==> src/rtl/ahb3lite_cmd_master.sv <==
// Single-outstanding AHB3-lite initiator: valid/ready commands in, single
// transfers on the bus, one in-order response per command.
module ahb3lite_cmd_master #(
  parameter logic [3:0] HPROT_VAL = 4'b0011
) (
  input  logic        clk_i,
  input  logic        rst_i,
  input  logic        cmd_valid_i,
  output logic        cmd_ready_o,
  input  logic        cmd_write_i,
  input  logic [31:0] cmd_addr_i,
  input  logic [1:0]  cmd_size_i,
  input  logic [31:0] cmd_wdata_i,
  output logic        rsp_valid_o,
  output logic [31:0] rsp_rdata_o,
  output logic        rsp_err_o,
  output logic [31:0] haddr_o,
  output logic        hwrite_o,
  output logic [2:0]  hsize_o,
  output logic [2:0]  hburst_o,
  output logic [3:0]  hprot_o,
  output logic [1:0]  htrans_o,
  output logic        hmastlock_o,
  output logic [31:0] hwdata_o,
  input  logic [31:0] hrdata_i,
  input  logic        hready_i,
  input  logic        hresp_i
);

  localparam logic [1:0] HTRANS_IDLE   = 2'b00;
  localparam logic [1:0] HTRANS_NONSEQ = 2'b10;

  typedef enum logic {ST_NORMAL, ST_CANCEL} state_e;

  state_e      state_q, state_d;

  logic        ap_vld_q, ap_vld_d;
  logic        ap_wr_q, ap_wr_d;
  logic [31:0] ap_addr_q, ap_addr_d;
  logic [1:0]  ap_size_q, ap_size_d;
  logic [31:0] ap_wdata_q, ap_wdata_d;
  logic        ap_rej_q, ap_rej_d;

  logic        dp_vld_q, dp_vld_d;
  logic        dp_wr_q, dp_wr_d;
  logic [31:0] dp_wdata_q, dp_wdata_d;
  logic        dp_rej_q, dp_rej_d;

  logic        rsp_vld_q, rsp_vld_d;
  logic [31:0] rsp_rdata_q, rsp_rdata_d;
  logic        rsp_err_q, rsp_err_d;

  logic        cancel;
  logic        cmd_acc;
  logic        cmd_rej;

  assign cancel  = (state_q == ST_CANCEL);
  assign cmd_acc = cmd_valid_i & cmd_ready_o;

  // Misaligned or reserved-size commands never reach the bus but still
  // travel through both stages so their error response stays in order.
  assign cmd_rej = (cmd_size_i == 2'b11) ||
                   ((cmd_size_i == 2'b01) && cmd_addr_i[0]) ||
                   ((cmd_size_i == 2'b10) && (cmd_addr_i[1:0] != 2'b00));

  assign cmd_ready_o = ~rst_i & ~cancel & (~ap_vld_q | hready_i);

  assign htrans_o    = (ap_vld_q & ~ap_rej_q & ~cancel) ? HTRANS_NONSEQ : HTRANS_IDLE;
  assign haddr_o     = ap_addr_q;
  assign hwrite_o    = ap_wr_q;
  assign hsize_o     = {1'b0, ap_size_q};
  assign hburst_o    = 3'b000;
  assign hprot_o     = HPROT_VAL;
  assign hmastlock_o = 1'b0;
  assign hwdata_o    = dp_wdata_q;

  assign rsp_valid_o = rsp_vld_q;
  assign rsp_rdata_o = rsp_rdata_q;
  assign rsp_err_o   = rsp_err_q;

  always_comb begin
    state_d     = state_q;
    ap_vld_d    = ap_vld_q;
    ap_wr_d     = ap_wr_q;
    ap_addr_d   = ap_addr_q;
    ap_size_d   = ap_size_q;
    ap_wdata_d  = ap_wdata_q;
    ap_rej_d    = ap_rej_q;
    dp_vld_d    = dp_vld_q;
    dp_wr_d     = dp_wr_q;
    dp_wdata_d  = dp_wdata_q;
    dp_rej_d    = dp_rej_q;
    rsp_vld_d   = 1'b0;
    rsp_rdata_d = 32'h0;
    rsp_err_d   = 1'b0;

    case (state_q)
      ST_NORMAL: begin
        if (hready_i) begin
          if (dp_vld_q) begin
            rsp_vld_d   = 1'b1;
            rsp_err_d   = dp_rej_q | hresp_i;
            rsp_rdata_d = (dp_wr_q | dp_rej_q | hresp_i) ? 32'h0 : hrdata_i;
          end
          dp_vld_d   = ap_vld_q;
          dp_wr_d    = ap_wr_q;
          dp_wdata_d = ap_wdata_q;
          dp_rej_d   = ap_rej_q;
          ap_vld_d   = 1'b0;
        end else if (dp_vld_q && hresp_i) begin
          state_d = ST_CANCEL;
        end
      end
      ST_CANCEL: begin
        // AP is left untouched so the cancelled transfer is replayed next cycle.
        if (hready_i) begin
          rsp_vld_d = 1'b1;
          rsp_err_d = 1'b1;
          dp_vld_d  = 1'b0;
          state_d   = ST_NORMAL;
        end
      end
      default: state_d = ST_NORMAL;
    endcase

    if (cmd_acc) begin
      ap_vld_d   = 1'b1;
      ap_wr_d    = cmd_write_i;
      ap_addr_d  = cmd_addr_i;
      ap_size_d  = cmd_size_i;
      ap_wdata_d = cmd_wdata_i;
      ap_rej_d   = cmd_rej;
    end
  end

  always_ff @(posedge clk_i or posedge rst_i) begin
    if (rst_i) begin
      state_q     <= ST_NORMAL;
      ap_vld_q    <= 1'b0;
      ap_wr_q     <= 1'b0;
      ap_addr_q   <= 32'h0;
      ap_size_q   <= 2'b00;
      ap_wdata_q  <= 32'h0;
      ap_rej_q    <= 1'b0;
      dp_vld_q    <= 1'b0;
      dp_wr_q     <= 1'b0;
      dp_wdata_q  <= 32'h0;
      dp_rej_q    <= 1'b0;
      rsp_vld_q   <= 1'b0;
      rsp_rdata_q <= 32'h0;
      rsp_err_q   <= 1'b0;
    end else begin
      state_q     <= state_d;
      ap_vld_q    <= ap_vld_d;
      ap_wr_q     <= ap_wr_d;
      ap_addr_q   <= ap_addr_d;
      ap_size_q   <= ap_size_d;
      ap_wdata_q  <= ap_wdata_d;
      ap_rej_q    <= ap_rej_d;
      dp_vld_q    <= dp_vld_d;
      dp_wr_q     <= dp_wr_d;
      dp_wdata_q  <= dp_wdata_d;
      dp_rej_q    <= dp_rej_d;
      rsp_vld_q   <= rsp_vld_d;
      rsp_rdata_q <= rsp_rdata_d;
      rsp_err_q   <= rsp_err_d;
    end
  end

endmodule

==> config.mk <==
export PLATFORM = sky130hd
export DESIGN_NAME = ahb3lite_cmd_master
export DESIGN_NICKNAME = d
export VERILOG_FILES = /design/src/rtl/ahb3lite_cmd_master.sv
export SDC_FILE = /design/constraint.sdc
export NUM_CORES = 1
export LEC_CHECK = 0
export CORE_MARGIN = 2
export CORE_UTILIZATION = 42
export CTS_CLUSTER_DIAMETER = 80
export DETAILED_ROUTE_END_ITERATION = 7
export PLACE_DENSITY = 0.82
export SLEW_MARGIN = 10
export SYNTH_ARGS = -nofsm -noshare
export SYNTH_HDL_FRONTEND = slang
export SYNTH_SLANG_ARGS = --single-unit
==> constraint.sdc <==
create_clock -name clk_i -period 6.6 [get_ports clk_i]
set_clock_uncertainty 0.15 [all_clocks]
set_input_delay 1.32 -clock clk_i [delete_from_list [all_inputs] [get_ports clk_i]]
set_output_delay 1.32 -clock clk_i [all_outputs]
set_load 0.05 [all_outputs]
==> summary.txt, run 1 <==
Worst hold path
  – Worst hold endpoint: ap_wdata_q[1]
  – Hold wc startpoint: ap_wdata_q[1]
  – Worst hold path type: reg2reg
  – Worst Hold Path Cells: 1

Worst setup path
  – Startpoint types: primary input
  – Critical Path RT: 5130 ps
  – Critical path arrival: between 3000 and 4000 ps
  – Cell mode on critical path: clkdlybuf4s50_1
  – Reg2Reg Depth: 3
  – Max incr delay on CP: roughly 870 ps
  – Worst Path Class, Setup: in2out
  – Critical Path Sink Type: primary output
  – Worst path top cell family by delay: buffers and inverters
  – Worst Path Max Fanout: 5
  – Worst path slowest cell: clkdlybuf4s50_1
  – Bufs and invs on worst path: 3
  – R2R Path End: rsp_rdata_o[17]
  – Worst R2R Setup Slack: between 3000 and 4000 ps
  – Worst R2R Start: cancel
  – CP cell instances: clkdlybuf4s50_1 > inv_2 > a211oi_1 > clkdlybuf4s50_1
  – Critical Path Stages: 4

Cells and area
  – Post-route design area: 7940 um^2
  – Most common cell after layout, fill and taps aside: clkdlybuf4s50_1
  – Nets: about 640
  – Share of layout cells above drive strength 1: a little under a quarter
  – Highest-count cells in the layout ignoring fill and taps: clkdlybuf4s50_1 (206), dfrtp_1 (139), mux2_2 (93)
  – Area Growth Syn to Fin: 54.9%
  – Antenna cells: 0

STA
  – Final Hold Fails: 0
  – Fmax: about 210 MHz
  – Final Slew Violations: 0
  – Final period util: between 70% and 80%
  – Worst slew pin tran: 1070 ps
  – Worst Hold Slack: 327 ps
  – Setup slack after layout: 1890 ps
  – Slew Limit Headroom: between 20% and 30%
  – Final TNS setup: 0 ps
  – Post-route minimum period: between 4000 and 5000 ps
  – Final setup fails: 0
  – Unrepaired setup endpoints after global routing: no

Synthesis
  – Top-area cell type share of the netlist area: roughly 68%
  – Top cells by area, synth: dfrtp_1 (68%), mux2_2 (20%), and2_1 (3.9%)
  – Netlist cell types: 21
  – Synth Area per Inst: around 16 um^2
  – Synth Cell Area: 5120 um^2
  – Sequential share of the synthesized area: 67.9%
  – Synth Register Bits: 139
  – Ys Warns: 0
  – Syn Inst Count: 321
  – Cell type with the largest total area after synthesis: dfrtp_1

Floorplanning
  – Top-level port count: roughly 220
  – Die area: roughly 13000 um^2
  – Die W: about 110 um
  – Initial core utilization: between 40% and 50%
  – Core Area: 12000 um^2
  – Die height: 114 um
  – Core Rows: 40

Clock tree
  – Clk_lat worst skew: around 400 ps
  – # hold bufs at CTS: 0
  – Setup bufs post-CTS: 0
  – Worst-path clk slew: 50 ps
  – Longest Clk Path Bufs: 2
  – H-tree depth: 4
  – Clock root cell: clkbuf_16
  – Clk sinks: approximately 140
  – Gates resized, CTS repair: 0
  – Total CTS buffers: 17
  – CTS tree: done

Placed design
  – Routability cong.: 0.731
  – Port Buffer Count: about 200
  – Placed cell areas: 7280 um^2
  – Post-Place Worst Slack: 1970 ps
  – HPWL Detailed: ~7800 um

Global routing
  – Grt total ovfl: 0
  – First-pass GRT wire length: 17800 um
  – Vias in the first global route: roughly 3600
  – Total GRT Usage: between 15 and 20%
  – Initial antenna violation count: 0
  – Largest net degree at the start of global routing: ~80

Routing
  – DR iter-0 viols: approximately 140
  – Via density per instance: 4.76
  – Residual DRC count: 0
  – Vias: roughly 3300
  – Routed len/inst: around 16 um
  – Final Routed Wirelength: approximately 11000 um
  – Antenna-violating nets left: 0
  – First-pass DRT Iterations: 4

Power
  – Cell Pwr Density: just over 400 nW/um^2
  – P_leak: 3.39 nW
  – Tot Pwr: approximately 0.0032 W
  – Max VDD drop: between 0.2 and 0.25 mV

Run status
  – Status: completed

Flow run
  – Max Cap Violations: 0
[worst reg2reg max path, stage by stage (launching register included)]
cell	delay (ps)
dfrtp_1	450
nand2b_2	700
nor4b_4	1110
and2_1	260
[through the flow]
| stage | cells | util (%) |
|---|---|---|
| 2_1_floorplan | 329 | - |
| 3_3_place_gp | 660 | 60.9 |
| 3_5_place_dp | 660 | 60.9 |
| 4_1_cts | 692 | 66.3 |
| 5_1_grt | 692 | 66.3 |
| 6_report | 692 | 66.3 |
[cell usage after synthesis, drive strengths merged]
cell and instances:
conb 2, nor4b 1, clkbuf 4, a2111oi 1
mux2 102, and2 32, o21ai 2, a21o 1
nand3 1, buf 20, nor3b 1, inv 5
a211oi 1, nor2 3, a21oi 4, nand2b 1
dfrtp 139, nor3 1
[metal layers]
metal	up-vias	share of wire (%)	GRT usage (%)	wire, um
met5	-	0	0	0
met4	0	2.2	7.89	243
met3	19	7.9	7.20	874
met2	137	52	29.6	5750
met1	1647	38	20.1	4180
li1	1491	-	-	-
[how the worst max path moves through the flow]
stage | from | end
final | hready_i | cmd_ready_o
after CTS | hready_i | cmd_ready_o
after floorplan | rst_i | ap_rej_q
after global routing | hready_i | cmd_ready_o
after global placement | hready_i | cmd_ready_o
after detailed placement | hready_i | cmd_ready_o
[flip-flops by register name, summed over array words and instances, names as in the netlist]
| name | flops |
|---|---|
| hwrite_o | 1 |
| ap_size_q | 2 |
| ap_wdata_q | 32 |
| dp_wr_q | 1 |
| ap_vld_q | 1 |
| dp_vld_q | 1 |
| haddr_o | 32 |
| rsp_valid_o | 1 |
| cancel | 1 |
| ap_rej_q | 1 |
| hwdata_o | 32 |
| rsp_rdata_o | 32 |
| rsp_err_o | 1 |
| dp_rej_q | 1 |
[report_power, final]
part / internal (W) / leakage, nW / switching (W)
Combinational: 0.000415 / 1.37 / 0.000642
Clock: 0.000690 / 0.309 / 0.000341
Sequential: 0.00104 / 1.71 / 0.0000932
[cell families after synthesis]
logic type	synth area share (%)
other	0.147
buffers and inverters	3.20
DFF	67.9
and+or+nand+nor	4.89
muxes	22.4
AOI/OAI and AO/OA	1.42
[cell type report]
| class | instances | area, um^2 |
|---|---|---|
| Fill cell | 846 | 4030 |
| Clock buffer | 21 | 460 |
| Multi-Input combinational cell | 161 | 1520 |
| Tap cell | 147 | 184 |
| Inverter | 5 | 23.8 |
| Sequential cell | 139 | 3480 |
| Clock inverter | 11 | 191 |
| Timing Repair Buffer | 208 | 2080 |
No activity file was read; power rests on OpenSTA's default activity.
==> inputs of run 2 (changes only) <==
--- a/config.mk
+++ b/config.mk
@@ -6,10 +6,10 @@
 export NUM_CORES = 1
 export LEC_CHECK = 0
 export CORE_MARGIN = 2
-export CORE_UTILIZATION = 42
+export CORE_UTILIZATION = 38
 export CTS_CLUSTER_DIAMETER = 80
 export DETAILED_ROUTE_END_ITERATION = 7
-export PLACE_DENSITY = 0.82
+export PLACE_DENSITY = 0.79
 export SLEW_MARGIN = 10
 export SYNTH_ARGS = -nofsm -noshare
 export SYNTH_HDL_FRONTEND = slang
==> constraint.sdc (replaced) <==
create_clock -name clk_i -period 4.3 [get_ports clk_i]
set_clock_uncertainty 0.15 [all_clocks]
set_input_delay 0.86 -clock clk_i [delete_from_list [all_inputs] [get_ports clk_i]]
set_output_delay 0.86 -clock clk_i [all_outputs]
set_load 0.05 [all_outputs]
==> run 2 against run 1 <==
Flip-flop and latch count is the same. Sequential power grew 54%. Via count shrank 0.21%. Setup slack lost 1200 ps. Sequential share of layout area shrank 0.19 points. Critical path type unchanged. Critical path depth is the same. Clock power grew 45%.
==> summary.txt, run 2 (same netlist as run 1, synthesis figures left out) <==
Cells and area
  – Most common cell after layout, fill and taps aside: clkdlybuf4s50_1
  – Post-Layout Cell Count: 724 (+4.6%)
  – Multi-input gate area: 1520 um^2 (unchanged)
  – Share of layout cells above drive strength 1: 24.1% (+0.23 points)
  – Nets: 639 (+0.47%)
  – Highest-count cells in the layout ignoring fill and taps: clkdlybuf4s50_1 (206), dfrtp_1 (139), mux2_2 (93)
  – Area Growth Syn to Fin: 55.6%
  – Antenna cells: 0 (unchanged)
  – Fill cells: 1027 (+21%)
  – Register area: 3480 um^2 (unchanged)

STA
  – Final period util: between 80% and 90%
  – Final TNS setup: 0 ps (unchanged)
  – Final Hold Fails: 0 (unchanged)
  – Final Slew Violations: 0 (unchanged)
  – Worst slew pin tran: 1120 ps (+51.6 ps)
  – Fmax: between 200 and 300 MHz
  – Worst Hold Slack: 327 ps (-0.0960 ps)
  – Post-route minimum period: about 3600 ps
  – Setup slack after layout: 663 ps (-1230 ps)
  – Slew Limit Headroom: 24.7% (-3.5 points)
  – Unrepaired setup endpoints after global routing: no
  – Final setup fails: 0 (unchanged)

Flow run
  – Max Cap Violations: 0 (unchanged)

Global routing
  – Total GRT Usage: 16.2% (-1.6 points)
  – Initial antenna violation count: 0 (unchanged)
  – Vias in the first global route: 3537 (-2.0%)
  – Grt total ovfl: 0 (unchanged)
  – First-pass GRT wire length: 17800 um (+0.39%)
  – Largest net degree at the start of global routing: 67 (-18%)

Clock tree
  – Gates resized, CTS repair: 0 (unchanged)
  – Clock root cell: clkbuf_16
  – H-tree depth: 4 (unchanged)
  – Clk sinks: 139 (unchanged)
  – Clk_lat worst skew: 410 ps (about the same)
  – CTS tree: done
  – # hold bufs at CTS: 0 (unchanged)
  – Total CTS buffers: 17 (unchanged)
  – Worst-path clk slew: 50 ps (about the same)
  – Setup bufs post-CTS: 0 (unchanged)
  – Longest Clk Path Bufs: 2 (unchanged)

Worst setup path
  – Critical path arrival: 2630 ps (-610 ps)
  – Worst path top cell family by delay: buffers and inverters
  – Bufs and invs on worst path: 3 (unchanged)
  – Critical Path Sink Type: primary output
  – Worst Path Class, Setup: in2out
  – CP cell instances: clkdlybuf4s50_1 > inv_2 > a211oi_1 > clkdlybuf4s50_1
  – Max incr delay on CP: 850 ps (-20 ps)
  – Worst path slowest cell: clkdlybuf4s50_1
  – Startpoint types: primary input
  – Critical Path RT: 3290 ps (-1840 ps)
  – Worst R2R Start: cancel
  – Start point of the critical path: hready_i
  – Cell mode on critical path: clkdlybuf4s50_1
  – Worst Path Max Fanout: 5 (unchanged)

Power
  – Max VDD drop: 0.261 mV (+14%)
  – Net switching fraction of the power: 33.7% (+0.25 points)
  – Clk pwr share: 30.7% (-1.3 points)
  – Switching power: 0.00164 W (+52%)
  – Pint: 0.00322 W (+50%)
  – P_leak: 3.40 nW (+0.37%)
  – Combinational share of power: 33.4% (+0.6 points)
  – Cell Pwr Density: 609 nW/um^2 (+50%)
  – Seq pwr share: 35.9% (+0.7 points)

Routing
  – Final Routed Wirelength: 11100 um (+0.62%)
  – Antenna-violating nets left: 0 (unchanged)
  – DR iter-0 viols: 119 (-17%)
  – Vias: 3287 (-0.21%)
  – Via density per instance: 4.54 (-4.6%)
  – Routed len/inst: 15.4 um (-3.8%)
  – Residual DRC count: 0 (unchanged)
  – First-pass DRT Iterations: 4 (unchanged)

Placed design
  – Placed Cells: 692 (+4.8%)
  – Port Buffer Count: 206 (unchanged)
  – Routability cong.: 0.773 (+5.7%)
  – Post-Place Worst Slack: 678 ps (-1290 ps)
  – HPWL Detailed: 7920 um (+1.1%)

Floorplanning
  – Core Rows: 42 (+5.0%)
  – Die W: 120 um (+5.0%)
  – Initial core utilization: 38.8% (-4.0 points)
  – Core Area: 13200 um^2 (+10%)
  – Top-level port count: 217 (unchanged)
  – Die area: 14400 um^2 (+10%)
  – Die height: 120 um (+5.0%)

Worst hold path
  – Worst hold path type: reg2reg
  – Hold wc startpoint: ap_wdata_q[1]

Run status
  – Status: completed
-- run 2: per-stage QoR --
stage               utilization (%)  instance area, um^2  total power [W]
floorplan                         -                 5150          0.00280
global placement               55.7                 7350          0.00336
detailed placement             55.7                 7350          0.00340
CTS                            60.4                 7970          0.00491
global route                   60.4                 7970          0.00507
finish                         60.4                 7970          0.00486
-- run 2: power by group through the flow --
stage / clock (W) / combinational (W) / sequential, W
2_1_floorplan: 0 / 0.000360 / 0.00244
3_3_place_gp: 0 / 0.00162 / 0.00175
3_5_place_dp: 0 / 0.00164 / 0.00177
4_1_cts: 0.00153 / 0.00164 / 0.00175
5_1_grt: 0.00159 / 0.00169 / 0.00178
6_report: 0.00149 / 0.00162 / 0.00174
-- run 2: metal layers --
| layer | share of wire (%) | vias up | wire length (um) | global-route usage, % |
|---|---|---|---|---|
| met2 | 51 | 130 | 5670 | 26.5 |
| li1 | - | 1501 | - | - |
| met1 | 40 | 1636 | 4400 | 18.7 |
| met5 | 0 | - | 0 | 0 |
| met3 | 7.5 | 20 | 837 | 6.99 |
| met4 | 1.9 | 0 | 208 | 6.62 |
-- run 2: path summary, 6_finish.rpt --
path / slack, ps / end / depth (start not counted)
worst max-delay path: 660 / cmd_ready_o / 4
worst min-delay path: 330 / ap_wdata_q[1] / 1
worst max register to register: 2210 / rsp_rdata_o[1] / 3
worst min register to register: 330 / ap_wdata_q[1] / 1
max in group asynchronous: 2160 / ap_wdata_q[9] / 3
min in group asynchronous: 890 / rsp_rdata_o[7] / 2
-- run 2: worst register-to-register path, delay by kind of cell, from the launching register on --
family        cells  cell delay, ps
simple gates      3            1410
flops             1             450
-- run 2: layout make-up --
| class | count | area share, % |
|---|---|---|
| flip-flops and latches | 139 | 43.6 |
| repair buffers | 211 | 26.5 |
| multi-input cells | 161 | 19.1 |
| clock buffers | 25 | 6.34 |
| well taps | 176 | 2.76 |
| clock inverters | 7 | 1.38 |
| inverters | 5 | 0.283 |
